==> src/rtl/alu_pkg.sv <==
// Shared ALU definitions: datapath width, NZCV flag bit positions and condition codes.
// Pure declarations; no timing or backpressure of its own.
// Used by the writeback stage, the condition evaluator and decode.
package alu_pkg;

    localparam int DATA_W_DEF = 21;

    localparam int FLAG_N = 3;
    localparam int FLAG_Z = 2;
    localparam int FLAG_C = 1;
    localparam int FLAG_V = 0;

    typedef enum logic [3:0] {
        COND_EQ = 4'd0,
        COND_NE = 4'd1,
        COND_CS = 4'd2,
        COND_CC = 4'd3,
        COND_MI = 4'd4,
        COND_PL = 4'd5,
        COND_VS = 4'd6,
        COND_VC = 4'd7,
        COND_HI = 4'd8,
        COND_LS = 4'd9,
        COND_GE = 4'd10,
        COND_LT = 4'd11,
        COND_GT = 4'd12,
        COND_LE = 4'd13,
        COND_AL = 4'd14,
        COND_NV = 4'd15
    } cond_t;

endpackage

==> src/rtl/cond_eval.sv <==
// Evaluates a 4-bit condition code against an NZCV flag vector.
// Latency: purely combinational, zero cycles.
// Backpressure: none, no handshake.
module cond_eval
    import alu_pkg::*;
(
    input  logic [3:0] flags,
    input  logic [3:0] cond,
    output logic       cond_pass
);

    logic n, z, c, v;

    assign n = flags[FLAG_N];
    assign z = flags[FLAG_Z];
    assign c = flags[FLAG_C];
    assign v = flags[FLAG_V];

    always_comb begin
        cond_pass = 1'b0;
        case (cond_t'(cond))
            COND_EQ: cond_pass = z;
            COND_NE: cond_pass = !z;
            COND_CS: cond_pass = c;
            COND_CC: cond_pass = !c;
            COND_MI: cond_pass = n;
            COND_PL: cond_pass = !n;
            COND_VS: cond_pass = v;
            COND_VC: cond_pass = !v;
            COND_HI: cond_pass = c & !z;
            COND_LS: cond_pass = !c | z;
            COND_GE: cond_pass = (n == v);
            COND_LT: cond_pass = (n != v);
            COND_GT: cond_pass = !z & (n == v);
            COND_LE: cond_pass = z | (n != v);
            COND_AL: cond_pass = 1'b1;
            COND_NV: cond_pass = 1'b0;
        endcase
    end

endmodule

==> src/rtl/alu_wb_stage.sv <==
// ALU-to-writeback stage: two-entry skid FIFO of {result, rd, wen} plus the architectural NZCV register.
// Latency: a beat accepted into an empty stage is presented on out_* the next cycle.
// Backpressure: in_ready comes only from the registered occupancy, so out_ready never reaches in_ready combinationally.
module alu_wb_stage
    import alu_pkg::*;
#(
    parameter int DATA_W = DATA_W_DEF,
    parameter int RD_W   = 4
) (
    input  logic              clk,
    input  logic              rst,
    input  logic              in_valid,
    output logic              in_ready,
    input  logic [DATA_W-1:0] in_result,
    input  logic [3:0]        in_flags,
    input  logic              in_setflags,
    input  logic [RD_W-1:0]   in_rd,
    input  logic              in_wen,
    output logic              out_valid,
    input  logic              out_ready,
    output logic [DATA_W-1:0] out_result,
    output logic [RD_W-1:0]   out_rd,
    output logic              out_wen,
    output logic [3:0]        flags,
    input  logic [3:0]        cond,
    output logic              cond_pass
);

    typedef struct packed {
        logic [DATA_W-1:0] result;
        logic [RD_W-1:0]   rd;
        logic              wen;
    } beat_t;

    beat_t       mem [2];
    logic        head;
    logic        tail;
    logic [1:0]  count;
    logic [3:0]  flags_q;
    logic        accept;
    logic        pop;
    beat_t       in_beat;

    assign in_beat = '{result: in_result, rd: in_rd, wen: in_wen};

    assign in_ready  = (count != 2'd2);
    assign out_valid = (count != 2'd0);
    assign accept    = in_valid & in_ready;
    assign pop       = out_valid & out_ready;

    assign out_result = mem[head].result;
    assign out_rd     = mem[head].rd;
    // An empty stage never advertises a register write, even with stale slot contents.
    assign out_wen    = mem[head].wen & out_valid;
    assign flags      = flags_q;

    always_ff @(posedge clk or posedge rst) begin
        if (rst) begin
            mem[0]  <= '0;
            mem[1]  <= '0;
            head    <= 1'b0;
            tail    <= 1'b0;
            count   <= 2'd0;
            flags_q <= 4'b0000;
        end else begin
            if (accept) begin
                mem[tail] <= in_beat;
                tail      <= ~tail;
            end
            if (pop) begin
                head <= ~head;
            end
            case ({accept, pop})
                2'b10:   count <= count + 2'd1;
                2'b01:   count <= count - 2'd1;
                default: count <= count;
            endcase
            if (accept && in_setflags) begin
                flags_q <= in_flags;
            end
        end
    end

    cond_eval u_cond_eval (
        .flags     (flags_q),
        .cond      (cond),
        .cond_pass (cond_pass)
    );

endmodule

==> config.mk <==
export PLATFORM = sky130hd
export DESIGN_NAME = alu_wb_stage
export DESIGN_NICKNAME = d
export VERILOG_FILES = /design/src/rtl/alu_pkg.sv /design/src/rtl/cond_eval.sv /design/src/rtl/alu_wb_stage.sv
export SDC_FILE = /design/constraint.sdc
export NUM_CORES = 1
export LEC_CHECK = 0
export CAP_MARGIN = 20
export CELL_PAD_IN_SITES_DETAIL_PLACEMENT = 0
export CELL_PAD_IN_SITES_GLOBAL_PLACEMENT = 2
export CORE_MARGIN = 8
export CORE_UTILIZATION = 33
export DETAILED_ROUTE_END_ITERATION = 7
export PLACE_DENSITY = 0.89
export SLEW_MARGIN = 25
export SYNTH_ARGS = -nofsm -noshare
export SYNTH_HDL_FRONTEND = slang
export SYNTH_HIERARCHICAL = 1
export SYNTH_SLANG_ARGS = --single-unit
==> constraint.sdc <==
create_clock -name clk -period 2.4 [get_ports clk]
set_input_delay 0.48 -clock clk [delete_from_list [all_inputs] [get_ports clk]]
set_output_delay 0.48 -clock clk [all_outputs]
set_load 0.1 [all_outputs]
==> flow_summary_export.csv, run 1 <==
group,metric,value,unit
cells_and_area,fin_nets,315,
global_routing,grt_pass1_wl,10200,µm
min_path,worstHoldStart,"mem[48]",
die,rows,34,
worst_setup_path,reg2reg_from,"count[0]",
drt,via_per_inst,4.64,
yosys,synth_edf_count,0,
yosys,ys.flop_type,"dfrtp_1",
yosys,async_flop_share,100,%
clocking,numCtsBuffers,9,
die,start_util,33.4,%
yosys,syn_inst,191,
drt,remaining_drc_errors,0,
cells_and_area,drive_gt1_share,55.7,%
worst_setup_path,r2r_slack,0.81,ns
sta,clock.fmax,0.414,GHz
yosys,synth_top_family_by_area,"multiplexers",
placed_design,place_inst,369,
drt,wl_per_cell,15.9,µm
yosys,ys_top_cells_by_count,"dfrtp_1 (60), mux2_2 (60), mux2_4 (20)",
worst_setup_path,cp-start-kind,"flop",
sta,tightest_slew,0.547,ns
sta,slew-limit-headroom,63.5,%
yosys,yosysTopAreaCell,"dfrtp_1",
cells_and_area,regArea,0.00151,mm²
worst_setup_path,critPathRequiredTime,1.92,ns
clocking,hold_buffers,0,
yosys,synth-seq-area-share,52.3,%
sta,setup_viol,1,
placed_design,place_congestion,0.718,
sta,timing.hold.ws,0.499,ns
worst_setup_path,startpoint,"flags[3]",
cells_and_area,diodes,0,
yosys,synth_simple_gate_area_share,3.75,%
clocking,cts_sinks,60,
worst_setup_path,slowest_delay,0.43,ns
worst_setup_path,end_kind,"primary output",
sta,skew,0.00954,ns
yosys,synthMuxAreaShare,35.1,%
clocking,clkLatencyLatePin,0.34,ns
sta,grt_setup_unrepaired,"true",
sta,hold_viol_final,0,
worst_setup_path,cp_data_arrival_time,1.94,ns
yosys,synth_cell_type_count,32,
yosys,yosys.area_share.adder,0.436,%
yosys,synthXorXnorAreaFrac,2.74,%
clocking,cts-root-buf,"clkbuf_8",
clocking,cts_buffer_depth,2,
drt,via_count,1799,
die,die-area,0.0119,mm²
status,status,"finished with violations",
drt,dr.pass1.iters,4,
yosys,avgSynthCellArea,15.0,µm²
sta,drv_slew,0,
sta,setup_slack,-0.0161,ns
cells_and_area,multi_input_area,0.00130,mm²
yosys,synthDominantCellAreaShare,52.3,%
die,ios,72,
cells_and_area,layoutNonFillerInstCount,388,
die,dieHeight,109,µm
cells_and_area,syn_to_final_growth,48.5,%
drt,ant_nets,0,
placed_design,dp_worst_setup_slack,-0.230,ns
cells_and_area,nFillCells,743,
die,die_w,109,µm
global_routing,antenna_found_initial,0,
worst_setup_path,path_max_fanout,2,
sta,period_needed,2.42,ns
sta,finalCritPeriodShare,101,%
die,core,0.00859,mm²
global_routing,grt_max_degree,37,
clocking,clkTransAtPathRegs,0.07,ns
global_routing,globalRoute.totalOverflow,0,
clocking,ctsHtreeMaxLevel,3,
placed_design,io_buffers,71,
yosys,synthesis.area,0.00287,mm²
status,violations,"negative setup slack",
worst_setup_path,slowest_stage,"dfrtp_2",
placed_design,dp_hpwl,4270,µm
global_routing,grt_pass1_vias,1989,
flow_run,maxCapViolCount,0,
drt,wl,6170,µm
global_routing,grt_usage,11.1,%
yosys,synth-seq-cells,60,
worst_setup_path,crit_type,"reg2out",
clocking,cts_tree,"yes",
yosys,syn_nets,231,
drt,dr.first_iter.drc_count,61,
yosys,synthTopCellsByArea,"dfrtp_1 (52%), mux2_2 (24%), mux2_4 (10%)",
yosys,synth_compound_area_share,2.13,%
worst_setup_path,crit_chain,"xor2_2 -> xor2_1 -> a2111oi_2 -> a311oi_2 -> o22ai_4 -> buf_12",
min_path,min_path_type,"reg2reg",
yosys,ys_warn_count,6,
layout by cell type (no fill, tap or decap), types with 2 or more instances in the layout:
cell / n
a21oi_1: 3
buf_12: 29
buf_4: 17
bufinv_16: 2
clkbuf_8: 10
clkdlybuf4s50_1: 36
clkinvlp_4: 3
dfrtp_1: 56
dfrtp_2: 4
dlygate4sd2_1: 2
inv_1: 2
mux2_2: 60
mux2_4: 20
mux2i_1: 2
nor2_1: 4
xnor2_1: 4
xor2_1: 4
critical path: cells and delay by family, from the launching register on:
kind | cells | cell delay [ns]
XOR/XNOR | 2 | 0.34
AO/OA/AOI/OAI | 3 | 0.63
flip-flops | 1 | 0.43
buffers and inverters | 1 | 0.20
final cells by class:
| class | count | share of cell area (%) |
|---|---|---|
| Clock buffer | 10 | 3.23 |
| Clock inverter | 6 | 2.05 |
| Timing Repair Buffer | 84 | 25.5 |
| Sequential cell | 60 | 35.3 |
| Inverter | 3 | 0.264 |
| Multi-Input combinational cell | 117 | 30.5 |
| Tap cell | 108 | 3.17 |
cells by family (layout without fill, tap and decap cells):
logic type,Yosys count,after routing
muxes,83,83
DFF,60,60
AOI/OAI and AO/OA,9,9
and+or+nand+nor,15,15
buffers and inverters,14,103
adders and majority gates,1,1
xor gates and xnor gates,9,9
repair_timing:
action,in CTS,in global routing
resized for setup,4,0
endpoints found under the setup margin,1,1
pin swaps,4,2
buffers inserted,3,0
worst paths after layout:
kind | end | cells after the start
min reg2reg | mem[48] | 1
max | cond_pass | 6
max in group asynchronous | flags[2] | 3
max reg2reg | count[1] | 6
min in group asynchronous | mem[10] | 2
min | mem[48] | 1
flip-flops by register name, summed over array words and instances, names as in the netlist:
name   flops
tail       1
mem       52
flags      4
count      2
head       1
per-stage QoR:
stage          area, µm²  setup TNS, ns  util, %
2_1_floorplan       2900         -0.145        -
3_3_place_gp        4010         -0.224     46.7
3_5_place_dp        4010         -0.230     46.7
4_1_cts             4270        -0.0348     49.7
5_1_grt             4270        -0.0769     49.7
6_report            4270        -0.0161     49.7
layer usage:
metal / track usage, % / vias to the layer above / wire length, µm
met4: 5.50 / 0 / 112
li1: - / 845 / -
met1: 14.6 / 884 / 2930
met3: 3.58 / 11 / 464
met2: 16.2 / 59 / 2660
met5: 0 / - / 0
Power of run 1 is left out: the tool's default activity adds up to more than one toggle a clock period on the data nets, which glitch-free logic cannot reach.
==> inputs of run 2 (changes only) <==
- GPL_TIMING_DRIVEN: not set -> 0
==> run 2 against run 1 <==
Effect of this change:
- clock skew decreased by 0.0016 ns
- critical path depth unchanged
- sequential share of layout area increased by 3.2 points
- utilization decreased by 4.1 points
- the flow now finishes without violations
==> flow_summary_export.csv, run 2 (synthesis gave the netlist of run 1 again) <==
group,metric,value,unit
status,status,"finished, final reports clean",
cells_and_area,largest_register,"mem",
drt,dr.first_iter.drc_count,55,
worst_setup_path,crit_type,"in2out",
drt,wl,6410,µm
clocking,numCtsBuffers,9,
drt,dr.pass1.iters,3,
drt,met1Wirelength,2940,µm
die,core,0.00859,mm²
sta,tightest_slew,0.971,ns
clocking,cts-root-buf,"clkbuf_8",
worst_setup_path,slowest_stage,"clkdlybuf4s50_1",
clocking,clkTransAtPathRegs,0.07,ns
die,die_w,109,µm
clocking,ctsHtreeMaxLevel,3,
drt,top_layer_used,"met4",
drt,remaining_drc_errors,0,
sta,finalCritPeriodShare,99.3,%
worst_setup_path,cp_data_arrival_time,1.90,ns
drt,ant_nets,0,
cells_and_area,largest_reg_flops,52,
cells_and_area,final_common_cell,"mux2_2",
sta,grt_setup_unrepaired,"true",
min_path,min_path_type,"in2async",
die,ios,72,
worst_setup_path,cp-start-kind,"input port",
worst_setup_path,path_max_fanout,3,
clocking,post-cts-setup-buffers,0,
sta,setup_viol,0,
clocking,cts_buffer_depth,2,
drt,wl_per_cell,16.7,µm
die,die-area,0.0119,mm²
sta,hold_viol_final,0,
cells_and_area,fin_nets,312,
global_routing,grt_pass1_vias,2036,
drt,dr_wl_met3,519,µm
sta,skew,0.00796,ns
placed_design,dp_hpwl,4490,µm
sta,slew-limit-headroom,35.1,%
drt,dr_wl_met2,2910,µm
cells_and_area,drive_gt1_share,53.4,%
cells_and_area,syn_to_final_growth,36.1,%
global_routing,grt_pass1_wl,10500,µm
drt,via_per_inst,4.69,
global_routing,antenna_found_initial,0,
placed_design,place_congestion,0.683,
cells_and_area,nFillCells,792,
worst_setup_path,slowest_delay,0.52,ns
clocking,clkLatencyLatePin,0.33,ns
die,dieHeight,109,µm
worst_setup_path,crit_chain,"clkdlybuf4s50_1 -> inv_1 -> a2111oi_2 -> a311oi_2 -> o22ai_4 -> buf_12",
sta,period_needed,2.38,ns
sta,clock.fmax,0.420,GHz
die,rows,34,
sta,timing.hold.ws,0.483,ns
cells_and_area,final_cell_mix,"mux2_2 (60), dfrtp_1 (56), clkdlybuf4s50_1 (36)",
flow_run,maxCapViolCount,0,
sta,drv_slew,0,
clocking,cts_sinks,60,
clocking,cts_tree,"yes",
global_routing,grt_max_degree,35,
sta,tns,0,ns
worst_setup_path,critPathRequiredTime,1.92,ns
drt,via_count,1804,
global_routing,grt_usage,11.4,%
cells_and_area,diodes,0,
placed_design,io_buffers,69,
global_routing,globalRoute.totalOverflow,0,
worst_setup_path,end_kind,"primary output",
die,start_util,33.4,%
-- run 2: changes by cell type in the layout (fill, tap and decap cells not counted), moves of 2 or more --
cell             change
clkdlybuf4s15_2      +7
clkinvlp_4           -2
buf_4               -13
buf_12              -25
dlymetal6s2s_1       +4
clkbuf_1             +2
buf_2               +21
-- run 2: area by class of cell --
type                    count  area (µm²)  area share, %
plain buffers              11         100           2.56
clock buffers              12         155           3.97
clock inverters             4        47.5           1.22
inverters                   3        13.8          0.352
multi-input cells         117        1310           33.5
flip-flops and latches     60        1510           38.5
well taps                 108         135           3.45
repair buffers             70         644           16.5
-- run 2: path summary, 6_finish.rpt --
path,start,to,slack (ns),depth (start not counted)
setup / recovery,cond[3],cond_pass,0.02,6
hold / removal,rst,mem[5],0.48,2
setup reg to reg,count[0],mem[32],0.83,4
hold reg to reg,mem[25],mem[25],0.50,1
max in group asynchronous,rst,mem[51],1.41,3
min in group clk,mem[25],mem[25],0.50,1
-- run 2: repair_timing --
action,4_1_cts,5_1_grt
pin swaps,2,0
endpoints found under the hold margin,0,0
endpoints found under the setup margin,29,10
gates resized for setup,130,8
hold buffers,0,0
-- run 2: worst max-delay path: cells and delay by family --
kind                   cells  cell delay, ns
buffers and inverters      3            0.85
AO/OA/AOI/OAI              3            0.57
-- run 2: layer usage --
layer  global-route usage, %  vias up
met4                    2.89        0
met1                    14.2      895
li1                        -      847
met3                    5.39        6
met5                       0        -
met2                    17.5       56
-- run 2: per-stage QoR --
| step | worst slack, ns | cells | utilization (%) | area (µm²) |
|---|---|---|---|---|
| CTS | -0.0399 | 385 | 45.2 | 3880 |
| global placement | -0.916 | 368 | 43.4 | 3730 |
| detailed placement | -0.959 | 369 | 43.6 | 3750 |
| floorplan | -0.145 | 191 | - | 2900 |
| global route | -0.0962 | 385 | 45.5 | 3910 |
| finish | 0.0168 | 385 | 45.5 | 3910 |
Power of run 2 is left out for the same reason.
